File: src/rtl/sram_arbiter.sv
// sram_arbiter: round-robin two-port arbiter sequencing an async SRAM bus with setup/strobe/hold wait states
// ports: req/we/addr/wdata/ack per requester 0 and 1; rdata holds the last read;
// sram_addr/sram_dout/sram_doe/sram_din, ncs/nwe/noe connect to the tristate pad buffer
module sram_arbiter #(
  parameter int AW   = 10,
  parameter int DW   = 16,
  parameter int TSET = 3,
  parameter int NWS  = 3,
  parameter int THLD = 3
) (
  input  logic          clk,
  input  logic          reset,
  input  logic          req0,
  input  logic          we0,
  input  logic [AW-1:0] addr0,
  input  logic [DW-1:0] wdata0,
  output logic          ack0,
  input  logic          req1,
  input  logic          we1,
  input  logic [AW-1:0] addr1,
  input  logic [DW-1:0] wdata1,
  output logic          ack1,
  output logic [DW-1:0] rdata,
  output logic [AW-1:0] sram_addr,
  output logic [DW-1:0] sram_dout,
  input  logic [DW-1:0] sram_din,
  output logic          sram_doe,
  output logic          ncs,
  output logic          nwe,
  output logic          noe
);
  typedef enum logic [2:0] {IDLE, SETUP, STROBE, HOLD, TURN} state_t;
  state_t state, state_n;
  logic [3:0] cnt, cnt_n;
  logic last_grant, dir, grant, pick1, busy_n, strobe_n;
  // bus outputs are registered from the next state so they change on the same edge as the state
  always_comb begin
    pick1 = req1 && (!req0 || !last_grant);
    grant = state == IDLE && (req0 || req1);
    state_n = state;
    cnt_n = cnt - 4'd1;
    case (state)
      IDLE: begin
        state_n = grant ? SETUP : IDLE;
        cnt_n = 4'(TSET - 1);
      end
      SETUP: if (cnt == 4'd0) begin
        state_n = STROBE;
        cnt_n = 4'(NWS - 1);
      end
      STROBE: if (cnt == 4'd0) begin
        state_n = HOLD;
        cnt_n = 4'(THLD - 1);
      end
      HOLD: state_n = cnt == 4'd0 ? TURN : HOLD;
      TURN: state_n = IDLE;
      default: state_n = IDLE;
    endcase
    busy_n = state_n inside {SETUP, STROBE, HOLD};
    strobe_n = state_n == STROBE;
  end
  always_ff @(posedge clk) begin
    if (reset) begin
      state <= IDLE;
      cnt <= '0;
      last_grant <= 1'b1;
      dir <= 1'b0;
      ack0 <= 1'b0;
      ack1 <= 1'b0;
      rdata <= '0;
      sram_addr <= '0;
      sram_dout <= '0;
      sram_doe <= 1'b0;
      ncs <= 1'b1;
      nwe <= 1'b1;
      noe <= 1'b1;
    end else begin
      state <= state_n;
      cnt <= cnt_n;
      if (grant) begin
        last_grant <= pick1;
        dir <= pick1 ? we1 : we0;
        sram_addr <= pick1 ? addr1 : addr0;
        sram_dout <= pick1 ? wdata1 : wdata0;
      end
      if (state == STROBE && cnt == 4'd0 && !dir) rdata <= sram_din;
      ncs <= !busy_n;
      nwe <= !(strobe_n && dir);
      noe <= !(strobe_n && !dir);
      sram_doe <= dir && (strobe_n || state_n == HOLD);
      ack0 <= state_n == TURN && !last_grant;
      ack1 <= state_n == TURN && last_grant;
    end
  end
endmodule

File: config.mk
export PLATFORM = sky130hd
export DESIGN_NAME = sram_arbiter
export DESIGN_NICKNAME = d
export VERILOG_FILES = /design/src/rtl/sram_arbiter.sv
export SDC_FILE = /design/constraint.sdc
export NUM_CORES = 1
export LEC_CHECK = 0
export ABC_AREA = 0
export CELL_PAD_IN_SITES_DETAIL_PLACEMENT = 2
export CELL_PAD_IN_SITES_GLOBAL_PLACEMENT = 2
export CORE_UTILIZATION = 24
export CTS_CLUSTER_DIAMETER = 200
export DETAILED_ROUTE_END_ITERATION = 7
export PLACE_DENSITY_LB_ADDON = 0.1
export SLEW_MARGIN = 20
export SYNTH_ARGS = -nofsm -noshare
export SYNTH_HDL_FRONTEND = slang
export SYNTH_SLANG_ARGS = --single-unit
File: constraint.sdc
create_clock -name clk -period 1.6 [get_ports clk]
set_input_delay 0.4 -clock clk [delete_from_list [all_inputs] [get_ports clk]]
set_output_delay 0.4 -clock clk [all_outputs]
set_load 0.01 [all_outputs]
==> results of run 1 <==
how the worst max path moves through the flow:
stage	start	to	slack [ns]	cells past startpoint
after floorplan	cnt[0]$_SDFF_PP0_	noe$_SDFF_PP1_	0.14	5
after global placement	req0	sram_dout[10]$_SDFFE_PP0P_	-0.33	6
after detailed placement	req0	sram_addr[5]$_SDFFE_PP0P_	-0.40	6
after CTS	ack0$_SDFF_PP0_	ack0	0.002	1
after global routing	cnt[1]$_SDFF_PP0_	noe$_SDFF_PP1_	0.02	5
final	cnt[1]$_SDFF_PP0_	rdata[15]$_SDFFE_PP0P_	0.09	6
routing by layer:
layer  part of all wire  wire length (um)  up-vias
met5                  0                 0        -
met4              0.010                91        0
met3              0.052               462        7
met2               0.48              4233       71
met1               0.46              4065     1164
li1                   -                 -     1154
synthesized netlist by cell type, drive strengths merged (2+ instances only):
master / n / share of area
and4bb: 2 / 0.012
mux2i: 43 / 0.16
buf: 19 / 0.062
nand2: 2 / 0.0028
a211oi: 27 / 0.11
xnor2: 3 / 0.0098
nor3: 4 / 0.0074
clkbuf: 4 / 0.0056
nor2: 9 / 0.013
nand2b: 33 / 0.077
a211o: 2 / 0.0065
a21boi: 2 / 0.0070
inv: 4 / 0.0056
and2: 2 / 0.0046
a21oi: 29 / 0.054
dfxtp: 57 / 0.42
registers in the layout, summed over array words and instances, names as in the netlist:
register    flops
noe             1
ack0            1
sram_dout      16
nwe             1
dir             1
sram_doe        1
ncs             1
rdata          16
sram_addr      10
state           3
cnt             4
ack1            1
last_grant      1
logic make-up (layout without fill, tap and decap cells):
group                      count (synthesis)  in the layout  synth area share
AOI/OAI and AO/OA                         64             64            0.1956
xor gates and xnor gates                   3              3          0.009760
adders and majority gates                  1              1          0.004646
buffers and inverters                     27            158           0.07342
DFF                                       57             57            0.4238
muxes                                     43             43            0.1599
and+or+nand+nor                           58             58            0.1329
area by class of cell:
class,instances,area share
inverter,4,0.003503
timing repair buffer,141,0.3252
clock inverter,1,0.001168
multi-input combinational,169,0.3292
sequential,57,0.2662
clock buffer,12,0.03386
tap,140,0.04086
repair_timing:
| item | CTS | global route |
|---|---|---|
| pin swaps | 1 | 1 |
| buffers inserted | 2 | 1 |
| cloned | 1 | 1 |
| endpoints found under the setup margin | 51 | 18 |
| resized for setup | 53 | 6 |
power groups by stage:
stage                     combinational (mW)  clock [mW]  sequential (mW)
final                                   2.68        1.13             2.02
after global routing                    2.91        1.26             2.07
after CTS                               2.66        1.20             2.03
after detailed placement                2.78           0             2.06
after global placement                  2.73           0             2.06
after floorplan                         1.54           0             2.14
critical path, delay by kind of cell, from the launching register on:
kind                     cells  cell delay, ns
adder cells (fa/ha/maj)      1            0.15
buffers and inverters        2            0.25
flip-flops                   1            0.31
multiplexers                 1            0.21
AND/OR/NAND/NOR              2            0.51
==> results.md, run 1 <==
- Post-place setup slack: -0.4023 ns
- Max Buffers Root-to-Sink: 2
- Commonest non-fill, non-tap cell in the layout: clkdlybuf4s50_1
- Critical Path Fanout Max: 8
- Worst Hold Launch: reset
- CTS Sinks: 57
- Initial core utilization: 0.2473
- Hold-fix buffers, CTS: 0
- Number of I/O pins: 122
- Pleak: about 1.8 nW
- Nets: approximately 460
- Logic pwr share: 0.460
- Switching power: approximately 2.1 mW
- Clk_lat worst skew: approximately 0.33 ns
- EDFF count, synth: 0
- Max_cap viols: 0
- Worst setup SP type: register
- Sequential-to-total area share from yosys stat: 0.4238
- Hold Path Depth: 3
- TritonCTS buffer count: 9
- Synth Flop Type: dfxtp_1
- PD cells: 1358 mW/mm^2
- R2r startpoint: cnt[1]$_SDFF_PP0_
- Setup slack after layout: between 0.09 and 0.1 ns
- Post-Place Cells: just over 500
- Setup CP Type: register to register
- Most used routing layer: met2
- Finished Core Util: 0.3937
- Normalized max-slew margin: 0.7355
- Vias in the first global route: around 2,600
- Full die area: approximately 0.012 mm^2
- Cell count of the worst reg-to-reg path: 6
- Clock skew: 0.006644 ns
- Yosys synthesis warning count: 0
- DRT antenna net count: 0
- CTS H-Tree Depth: 3
- DP Area: slightly above 0.004 mm^2
- RSZ-0062 raised after global routing: false
- GR Util met2: 0.2546
- Fillers: around 1,200
- PortBufs: 121
- Placer Congestion: ~0.67
- CP endpoint kind: register
- Routed len/inst: about 17 um
- Sequential power share: 0.346
- Outcome: finished, final reports clean
- Detailed Routing Iterations Pass 1: 4
- Worst Path Required: approximately 1.9 ns
- WP data arrival: about 1.8 ns
- Reg2reg end: rdata[15]$_SDFFE_PP0P_
- Final TNS setup: 0 ns
- Clock power frac: 0.194
- Reg area: around 0.0011 mm^2
- Reg clk slew, reported paths: roughly 0.060 ns
- Final wirelength: between 8000 and 9000 um
- Synth unique cells: 32
- Async SR Flop Fraction: 0
- Share of post-route cells with drive strength above 1: 0.1719
- Reg2Reg Setup Slack: ~0.095 ns
- Sw Share: 0.3646
- Max Clk Rate: 664.4 MHz
- Worst vdd ir: approximately 0.5 mV
- Post-Syn Area per Cell: approximately 11 um^2
- Post-Layout Cell Count: 524
- Tot GR Track Use: 0.1559
- Synth Cell Area: between 0.002 and 0.003 mm^2
- Global-route wire length before repair: roughly 13,000 um
- Die Y-Extent: about 110 um
- Initial antenna violation count: 0
- Setup-failing EPs final: 0
- Met3 Usage GRT: 0.04843
- Final Max Slew Viols: 0
- Final Critical Period: between 1.5 and 2 ns
- DRC violations left: 0
- Hold Slack: approximately 0.40 ns
- Die width: roughly 110 um
- FP Rows: 38
- Initial DRC count: 39
- Congestion Overflow GR: 0
- Hold worst-path end: nwe$_SDFF_PP1_
- Drt via density: between 4 and 5
- P&R area growth vs syn: 59.20%
- CORE AREA: around 0.011 mm^2
- Fin crit share: 0.9406
- Routed via count: 2,396
- Overall power: about 5.8 mW
- Clk root buf: clkbuf_8
- Post-Syn Nets: approximately 330
- Final instance area: between 0.004 and 0.005 mm^2
- CP Cell Sequence: inv_1, ha_4, and4bb_4, and3b_2, buf_12, mux2i_2
- Final Hold Violating Endpoints: 0
- Crit-path slowest cell: dfxtp_1
- Mapped Cells: between 200 and 300
- Worst Hold Class: input port to register
- Slowest stage delay, CP: slightly above 0.3 ns
- CTS tree: done
- Diode count: 0
- Yosys reg bits: 57
- Internal power: about 3.7 mW
- Dpl hpwl: 6198 um
- GR Layer Usage met1: 0.1927
- Most frequent cells in the layout: 70 x clkdlybuf4s50_1, 57 x dfxtp_1, 48 x dlygate4sd2_1
- Multi-input gate area: ~0.0014 mm^2
- Largest net degree at the start of global routing: 63
- Slew @ Worst Pin: about 0.40 ns
No activity file was read; power rests on OpenSTA's default activity.
==> run 2, diff against run 1 <==
--- a/config.mk
+++ b/config.mk
@@ -16,3 +16,4 @@
 export SYNTH_ARGS = -nofsm -noshare
 export SYNTH_HDL_FRONTEND = slang
 export SYNTH_SLANG_ARGS = --single-unit
+export TNS_END_PERCENT = 30
==> run 2 against run 1 <==
The run now ends with negative setup slack left. Cell count shrank 0.19%. Via count down 0.54%. Clock skew about the same. Highest routed layer unchanged.
==> results.md, run 2 (same netlist as run 1, synthesis figures left out) <==
- Commonest non-fill, non-tap cell in the layout: clkdlybuf4s50_1
- Largest net degree at the start of global routing: 63 (unchanged)
- Slowest stage delay, CP: 0.45 ns (+0.14 ns)
- WP data arrival: 1.81 ns (+0.05 ns)
- CP bufs+invs: 4 (+2)
- Post-place setup slack: -0.4023 ns (unchanged)
- Failing checks: negative setup slack
- Vias in the first global route: 2,583 (-1.6%)
- Worst vdd ir: 0.5085 mV (about the same)
- Setup slack after layout: -0.003406 ns (-0.09837 ns)
- Worst Path Required: 1.81 ns (-0.05 ns)
- Worst Hold Class: input port to register
- RSZ-0062 raised after global routing: true
- Full die area: 0.01165 mm^2 (unchanged)
- Placer Congestion: 0.6699 (unchanged)
- Max Buffers Root-to-Sink: 2 (unchanged)
- DP Area: 0.004065 mm^2 (unchanged)
- Initial core utilization: 0.2473 (unchanged)
- R2r startpoint: cnt[1]$_SDFF_PP0_
- Congestion Overflow GR: 0 (unchanged)
- Initial DRC count: 36 (-7.7%)
- CTS tree: done
- Hold Slack: 0.3960 ns (-0.0007960 ns)
- Clk_lat worst skew: 0.33 ns (about the same)
- Dpl hpwl: 6198 um (unchanged)
- Max Clk Rate: 623.7 MHz (-6.1%)
- Worst setup SP type: input port
- DRC violations left: 0 (unchanged)
- Critical Path Start: req0
- Final TNS setup: -0.004278 ns (-0.004278 ns)
- CTS Sinks: 57 (unchanged)
- CTS H-Tree Depth: 3 (unchanged)
- TritonCTS buffer count: 9 (unchanged)
- Final Hold Violating Endpoints: 0 (unchanged)
- Diode count: 0 (unchanged)
- Pleak: 1.746 nW (-0.54%)
- Routed via count: 2,383 (-0.54%)
- Routed len/inst: 16.92 um (+0.15%)
- Final Critical Period: 1.603 ns (+0.09837 ns)
- Hold-fix buffers, CTS: 0 (unchanged)
- Largest regs: rdata (16), sram_dout (16), sram_addr (10)
- Delay-heaviest family, CP: buffers and inverters
- CORE AREA: 0.01089 mm^2 (unchanged)
- Initial antenna violation count: 0 (unchanged)
- Reg clk slew, reported paths: 0.06 ns (about the same)
- Clk root buf: clkbuf_8
- Die Y-Extent: 107.9 um (unchanged)
- Drt via density: 4.556 (-0.35%)
- FP Rows: 38 (unchanged)
- P&R area growth vs syn: 59.90%
- Global-route wire length before repair: 13,070 um (-2.2%)
- PD cells: 1355 mW/mm^2 (-0.24%)
- Max_cap viols: 0 (unchanged)
- Final instance area: 0.004305 mm^2 (+0.44%)
- Nets: 456 (-0.22%)
- Reg2Reg Setup Slack: 0.09 ns (about the same)
- CP Cell Sequence: clkdlybuf4s50_1, buf_4, a21boi_4, buf_12, buf_12, mux2i_2, a211oi_2
- CP endpoint kind: register
- Crit-path slowest cell: clkdlybuf4s50_1
- PortBufs: 121 (unchanged)
- Fin crit share: 1.002 (+0.06148)
- Detailed Routing Iterations Pass 1: 3 (-1)
- DRT antenna net count: 0 (unchanged)
- Die width: 107.9 um (unchanged)
- Worst Hold Launch: reset
- Cell mode on critical path: buf_12
- Clock skew: 0.006642 ns (-0.000001110 ns)
- Share of post-route cells with drive strength above 1: 0.1802 (+0.008282)
- Normalized max-slew margin: 0.7850 (+0.04956)
- Critical Path Fanout Max: 10 (+2)
- Final wirelength: 8848 um (about the same)
- Setup CP Type: input port to register
- Slew @ Worst Pin: 0.3224 ns (-0.07435 ns)
- Post-Place Cells: 506 (unchanged)
- Number of I/O pins: 122 (unchanged)
- Setup-failing EPs final: 2 (+2)
- Post-Layout Cell Count: 523 (-0.19%)
- Most frequent cells in the layout: 72 x clkdlybuf4s50_1, 57 x dfxtp_1, 46 x dlygate4sd2_1
- Outcome: complete, but fails checks
- Tot GR Track Use: 0.1518 (-0.004110)
- Final Max Slew Viols: 0 (unchanged)
run 2: metrics by stage:
step | util | total power [mW]
after global routing | 0.3954 | 6.254
after detailed placement | 0.3734 | 4.846
after CTS | 0.3822 | 5.825
after global placement | 0.3734 | 4.786
after floorplan | - | 3.676
final | 0.3954 | 5.834
run 2: metal layers:
layer	global-route usage	wire length, um
met1	0.1875	4086
met2	0.2477	4221
met3	0.04843	467
met4	0.05284	74
met5	0	0
run 2: cell type report:
cell class,instances,area [um^2]
Clock buffer,12,145.1
Clock inverter,1,5.005
Fill cell,1199,6583
Inverter,4,15.01
Multi-Input combinational cell,169,1426
Sequential cell,57,1141
Tap cell,140,175.2
Timing Repair Buffer,140,1398
run 2: worst min-delay path, cell delays in order:
cell     delay (ns)
buf_2          0.13
nor2_1         0.08
nand3_1        0.08
run 2: report_power, final:
group	total, mW	leakage (nW)	switching (mW)	internal (mW)
clock	1.13	0.0782	0.551	0.577
sequential	2.02	0.468	0.223	1.79
combinational	2.69	1.20	1.35	1.34
run 2: final timing paths:
check	end	depth (start not counted)
min reg2reg	cnt[0]$_SDFF_PP0_	1
max	sram_addr[1]$_SDFFE_PP0P_	7
max reg2reg	rdata[15]$_SDFFE_PP0P_	6
min	nwe$_SDFF_PP1_	3
run 2: timing repair:
action / 4_1_cts / 5_1_grt
setup buffers: 0 / 2
pin swaps: 0 / 2
cloned: 0 / 2
hold endpoints to repair: 0 / 0
gates resized for setup: 47 / 15
endpoints found under the setup margin: 51 / 39
